==> config.mk <==
export PLATFORM = sky130hd
export DESIGN_NAME = ifu_fetch
export DESIGN_NICKNAME = d
export VERILOG_FILES = /design/src/rtl/ifu_fetch.sv
export SDC_FILE = /design/constraint.sdc
export NUM_CORES = 1
export LEC_CHECK = 0
export CORE_ASPECT_RATIO = 1.5
export CORE_UTILIZATION = 41
export CTS_CLUSTER_SIZE = 16
export DETAILED_ROUTE_END_ITERATION = 16
export PLACE_DENSITY = 0.77
export SLEW_MARGIN = 10
export SYNTH_ARGS = -nofsm -noshare
export SYNTH_HDL_FRONTEND = slang
export SYNTH_SLANG_ARGS = --single-unit
==> constraint.sdc <==
create_clock -name clk -period 5.71 [get_ports clk]
set_input_delay 1.142 -clock clk [delete_from_list [all_inputs] [get_ports clk]]
set_output_delay 1.142 -clock clk [all_outputs]
set_load 0.01 [all_outputs]
==> src/rtl/ifu_fetch.sv <==
// ifu_fetch: instruction fetch unit.
// Owns the PC and keeps exactly one word fetch in flight to instruction memory.
// It buffers the returned word with its PC for decode and honours redirects
// from execute at any point in the fetch cycle.
// Optional feature macro: IFU_PERF_EN adds the delivered-instruction and
// decode-stall counters (perf_fetch_cnt, perf_stall_cnt).
//
// Handshake rule for every channel (imem request, decode output): a transfer
// happens on a rising edge where valid and ready are both high. Once valid is
// raised, the payload is held until that transfer happens. The only exception
// is a redirect, which may retarget the request or flush the buffered output.
module ifu_fetch #(
  parameter logic [63:0] RESET_PC = 64'h8000_0000
) (
  input  logic        clk,
  input  logic        rst,
  input  logic        redirect_valid,
  input  logic [63:0] redirect_pc,
  output logic        imem_req_valid,
  input  logic        imem_req_ready,
  output logic [63:0] imem_req_addr,
  input  logic        imem_resp_valid,
  input  logic [31:0] imem_resp_data,
  output logic        out_valid,
  input  logic        out_ready,
  output logic [63:0] out_pc,
  output logic [31:0] out_inst,
`ifdef IFU_PERF_EN
  output logic [63:0] perf_fetch_cnt,
  output logic [63:0] perf_stall_cnt,
`endif
  output logic [1:0]  dbgState
);

  typedef enum logic [1:0] {
    BOOT = 2'd0,
    REQ  = 2'd1,
    WAIT = 2'd2,
    HOLD = 2'd3
  } fetchState_e;

  localparam logic [63:0] PcRst = RESET_PC;

  fetchState_e state, stateNext;
  logic [63:0] pc, pcNext;
  logic        drop, dropNext;
  logic [63:0] outPcQ, outPcNext;
  logic [31:0] outInstQ, outInstNext;

  // State and datapath registers; reset abandons any outstanding request.
  always_ff @(posedge clk or posedge rst) begin
    if (rst) begin
      state    <= BOOT;
      pc       <= PcRst;
      drop     <= 1'b0;
      outPcQ   <= '0;
      outInstQ <= '0;
    end else begin
      state    <= stateNext;
      pc       <= pcNext;
      drop     <= dropNext;
      outPcQ   <= outPcNext;
      outInstQ <= outInstNext;
    end
  end

  // Next-state logic. A redirect always overrides the sequential PC update.
  // drop marks an in-flight fetch whose response belongs to a stale address.
  always_comb begin
    stateNext   = state;
    pcNext      = pc;
    dropNext    = drop;
    outPcNext   = outPcQ;
    outInstNext = outInstQ;
    case (state)
      BOOT: begin
        stateNext = REQ;
        if (redirect_valid) pcNext = redirect_pc;
      end
      REQ: begin
        if (imem_req_ready) begin
          stateNext = WAIT;
          if (redirect_valid) begin
            pcNext   = redirect_pc;
            dropNext = 1'b1;
          end
        end else if (redirect_valid) begin
          pcNext = redirect_pc;
        end
      end
      WAIT: begin
        if (imem_resp_valid) begin
          if (redirect_valid) begin
            // Response for the old path dies here; the new path refetches.
            pcNext    = redirect_pc;
            dropNext  = 1'b0;
            stateNext = REQ;
          end else if (drop) begin
            dropNext  = 1'b0;
            stateNext = REQ;
          end else begin
            outInstNext = imem_resp_data;
            outPcNext   = pc;
            stateNext   = HOLD;
          end
        end else if (redirect_valid) begin
          pcNext   = redirect_pc;
          dropNext = 1'b1;
        end
      end
      HOLD: begin
        if (redirect_valid) begin
          pcNext    = redirect_pc;
          stateNext = REQ;
        end else if (out_ready) begin
          pcNext    = pc + 64'd4;
          stateNext = REQ;
        end
      end
      default: stateNext = BOOT;
    endcase
  end

  // All outputs come straight from registers/state.
  assign imem_req_valid = (state == REQ);
  assign imem_req_addr  = pc;
  assign out_valid      = (state == HOLD);
  assign out_pc         = outPcQ;
  assign out_inst       = outInstQ;
  assign dbgState       = state;

`ifdef IFU_PERF_EN
  // Delivered-instruction and decode-backpressure counters, free-running and wrapping.
  always_ff @(posedge clk or posedge rst) begin
    if (rst) begin
      perf_fetch_cnt <= '0;
      perf_stall_cnt <= '0;
    end else if (out_valid) begin
      if (out_ready) perf_fetch_cnt <= perf_fetch_cnt + 64'd1;
      else           perf_stall_cnt <= perf_stall_cnt + 64'd1;
    end
  end
`endif

endmodule

# == After elaboration in Yosys (flattened, before gate mapping) ==
# Cells that the tools add are included.
# word_totals
inputBits,102
word_cells,37
out_inout_bits,164
reg_bits,163
# op_classes
n_bitwise,2
eq_ne,7
n_addsub,1
n_mux,15
n_reduce_logical,7
# ops
operator,count
64-bit two-way mux,3
64-bit one-hot mux with 2 select lines,1
"64-bit by 3-bit adder with 64-bit output, second input constant",1
2-bit two-way mux,6
2-bit one-hot mux with 4 select lines,1
"2-bit equality test, second input constant",2
"2-bit by 1-bit != test with 1-bit output, second input constant",2
2-bit AND reduction,2
4-bit AND reduction,1
1-bit two-way mux,3
"3-bit by 2-bit != test with 1-bit output, second input constant",1
3-bit AND reduction,1
3-bit OR reduction,1
"2-bit by 1-bit equality test with 1-bit output, second input constant",1
2-bit zero test,1
"2-bit != test, second input constant",1
1-bit NOT,2
1-bit one-hot mux with 2 select lines,1
2-bit nonzero test,1

# == Logic depth before layout (Yosys ltp) ==
# depth
ltp_word,4
mapped_depth,8
mapped_depth_nobuf,7

# == Least setup slack after synthesis ==
# Ideal clock, no wire load.
# synth_path
path_kind,input-to-reg
startpoint,input out_ready
endpoint,register pc[61] (netlist: imem_req_addr[61])
path_slack_ns,2.541
required_ns,5.628
arrival_ns,3.087
setup_time_ns,0.082
n_path_buf,2
stages,7
cell_sequence,nand4_1 or3_1 clkbuf_2 or4b_1 buf_2 or4_1 a31oi_1
# synth_between
elab_chain_cells,2
# synth_lines
element,line_no,source
from (decl),25,"input logic out_ready,"
3-bit by 2-bit != test with 1-bit output (no line),-,
2-bit AND reduction (no line),-,
to (signal assigned),54,pc <= PcRst;
to (signal assigned),60,pc <= pcNext;
to (decl),45,"logic [63:0] pc, pcNext;"
# No other way between the ends.
# A chain may end at the register's enable or synchronous reset.

# == Worst setup path after layout ==
# layout_path
startpoint,input out_ready
endpoint,register pc[62] (netlist: imem_req_addr[62])
# The elaborated chain is that of the path after synthesis.

==> out/results.tsv <==
stage	metric	value	unit
sta	top achievable clock speed	0.281	GHz
clock_tree	CTS resizes	0	
routing	antenna viol nets, final	0	
clock_tree	Clock Pin Slew Worst Setup and Hold Paths	0.06	ns
clock_tree	TritonCTS Buffers	17	
global_routing	largest net degree at the start of global routing	89	
sta	RSZ-0062 raised after global routing	false	
sta	Setup Viol. Count Final	0	
place	hpwl dp	16.0	mm
clock_tree	postcts setup bufs	0	
floorplanning	starting density of the core	0.420	
global_routing	GRT Total Usage	0.236	
yosys	register area share after synthesis	0.539	
run_status	status	finished clean	
place	Cells after DPL	1140	
global_routing	gr ovfl total	0	
floorplanning	DIE HEIGHT	168	µm
yosys	Synth Flop Type	dfrtp_1	
clock_tree	hold buffer count at cts	0	
routing	# DRC	0	
power	Leak Pwr	0.00454	µW
floorplanning	Die X	113	µm
worst_setup_path	worst r2r src	dbgState[0]$_DFFE_PP0P_	
worst_setup_path	CP arrival	3.91	ns
sta	fin. max-slew vios	0	
worst_setup_path	CP Class	input port to flop	
sta	minimum clock period	3.56	ns
place	GP Congestion	0.836	
yosys	Synth warnings	0	
routing	vias per cell	5.41	
floorplanning	CORE AREA	18000	µm²
yosys	number of flops mapped to enable cells by yosys	0	
routing	1st-iter DRT viols	279	
clock_tree	clk sinks	163	
sta	Worst Tran Pin Value	0.961	ns
yosys	Distinct cells, synth	39	
layout	fill cell count	1514	
worst_setup_path	crit path max fanout	9	
flow_run	max-cap violation count	0	
clock_tree	clk buf depth	2	
global_routing	initial antenna violation count	1	
sta	Fin Setup TNS	0	ns
yosys	Netlist Area Pre-Place	7560	µm²
worst_setup_path	CP Data Required Time	6.06	ns
yosys	post-synthesis async set-or-reset flop share	1.00	
global_routing	global-route wire length before repair	34.1	mm
floorplanning	I/O pin count	266	
place	# port buffers	265	
layout	Post-Layout Cell Count	1174	
sta	Final Hold Fails	0	
clock_tree	clk_lat worst skew	0.43	ns
routing	Vias	6348	
yosys	syn nets	794	
yosys	synthesized flop and latch total	163	
yosys	Gate Count Post-Synth	687	
worst_setup_path	Worst Setup End Kind	flop	
sta	Final period util	0.624	
layout	Syn-to-layout area delta	45.3	%
routing	detailed-router iteration count before antenna repair	5	
routing	WL final	22.1	mm
sta	Clock Skew	0.0114	ns
layout	share of layout cells above drive strength 1	0.149	
worst_setup_path	Worst Setup SP	out_ready	
worst_setup_path	startpoint types	input port	
power	VDD IR max	0.000214	V
floorplanning	Placement Rows	60	
clock_tree	CTS tree	done	
sta	Slew HR	0.359	
layout	fin nets	1049	
routing	WL/cell	18.8	µm
global_routing	vias in the first global route	6160	
power	pwr/cell area	387	nW/µm²
yosys	Mean Syn Cell Area	11.0	µm²
floorplanning	DIE AREA	19000	µm²
min_path	worst hold start	out_pc[50]$_DFFE_PP0P_	
clock_tree	H-tree depth	4	
min_path	Hold WC Path Type	flop to flop	
clock_tree	CTS Root Buffer Type	clkbuf_16	
-- sequential cells by signal, summed over array words and instances (netlist names) --
register / cells
out_inst: 32
out_pc: 64
drop: 1
imem_req_addr: 64
dbgState: 2
-- logic make-up after synthesis --
group                      after synthesis  synth area share
AOI/OAI and AO/OA                       92            0.0723
xor gates and xnor gates                32            0.0371
adders and majority gates                5           0.00827
buffers and inverters                   47            0.0240
DFF                                    163             0.539
muxes                                  100             0.149
and+or+nand+nor                        248             0.170
-- per-stage QoR --
| step | instance area, µm² | total power (µW) | util | setup slack, ns | hold WS [ns] |
|---|---|---|---|---|---|
| final | 11000 | 4260 | 0.610 | 2.15 | 0.504 |
| after global routing | 11000 | 4460 | 0.610 | 1.89 | 0.514 |
| after CTS | 11000 | 4310 | 0.610 | 2.24 | 0.509 |
| after detailed placement | 10400 | 3140 | 0.577 | 1.80 | 0.494 |
| after global placement | 10400 | 3110 | 0.577 | 1.84 | 0.489 |
| after floorplan | 7560 | 2260 | - | 0.165 | 0.515 |
-- final timing paths --
| path | slack [ns] | cells past startpoint | to |
|---|---|---|---|
| max | 2.15 | 6 | imem_req_addr[62]$_DFFE_PP0P_ |
| min | 0.50 | 1 | out_pc[50]$_DFFE_PP0P_ |
| max reg2reg | 2.60 | 6 | imem_req_addr[62]$_DFFE_PP0P_ |
| min reg2reg | 0.50 | 1 | out_pc[50]$_DFFE_PP0P_ |
| max in group asynchronous | 3.39 | 3 | out_inst[29]$_DFFE_PP0P_ |
| min in group asynchronous | 1.21 | 2 | out_inst[19]$_DFFE_PP0P_ |
-- cell usage after synthesis, types with 3 or more instances --
cell / n / area, µm²
dfrtp_1: 162 / 4050
mux2_2: 99 / 1110
nand2_1: 73 / 274
o21ai_0: 47 / 235
nor2_1: 38 / 143
clkbuf_1: 28 / 105
nand3_1: 27 / 135
nand4_1: 27 / 169
a31oi_1: 22 / 138
and3_1: 16 / 100
xnor2_1: 16 / 140
xor2_1: 16 / 140
or3_1: 15 / 93.8
inv_1: 12 / 45.0
nor3_1: 12 / 60.1
or4_1: 12 / 90.1
nor4_1: 10 / 62.6
o31ai_1: 8 / 60.1
and4_1: 7 / 61.3
o211ai_1: 6 / 45.0
ha_1: 5 / 62.6
a21oi_1: 3 / 15.0
buf_1: 3 / 11.3
nand2b_1: 3 / 18.8
-- power breakdown --
part / switching [µW] / internal, µW / total (µW)
clock network: 492 / 651 / 1140
registers: 236 / 1480 / 1720
logic: 517 / 877 / 1390
total: 1250 / 3010 / 4260
-- cell usage in the layout (no fill, tap or decap), types with 4 or more instances in the layout --
master and instances:
clkdlybuf4s50_1 264, dfrtp_1 162, mux2_2 99, nand2_1 73, o21ai_0 47, nor2_1 38, nand3_1 27, nand4_1 27
a31oi_1 22, clkbuf_16 17, xor2_1 16, xnor2_1 16, and3_1 15, or3_1 15, or4_1 12, nor3_1 12
inv_1 11, nor4_1 10, o31ai_1 8, and4_1 7, o211ai_1 6, buf_4 6, ha_1 5, clkinv_4 5
inv_6 4
-- worst max-delay path: stages --
cell	delay, ns
clkdlybuf4s50_1	0.56
nand4_1	0.14
nor3_1	0.73
nand4_1	0.53
or4_1	0.64
a31oi_1	0.17
-- metal layers --
metal / global-route usage / vias to the layer above / wire length (µm)
met2: 0.419 / 233 / 11700
li1: - / 3009 / -
met1: 0.270 / 3081 / 8570
met3: 0.0706 / 25 / 1460
met5: 0 / - / 0
met4: 0.0795 / 0 / 395
-- cell type report --
cell class	count	area [µm²]	share of cell area
tap	217	272	0.0247
timing repair buffer	271	2690	0.245
clock inverter	13	153	0.0139
clock buffer	19	433	0.0394
multi-input combinational	477	3310	0.301
antenna	2	5.00	0.000455
inverter	12	50.0	0.00455
sequential	163	4080	0.371
Power figures use the tool's default switching activity.
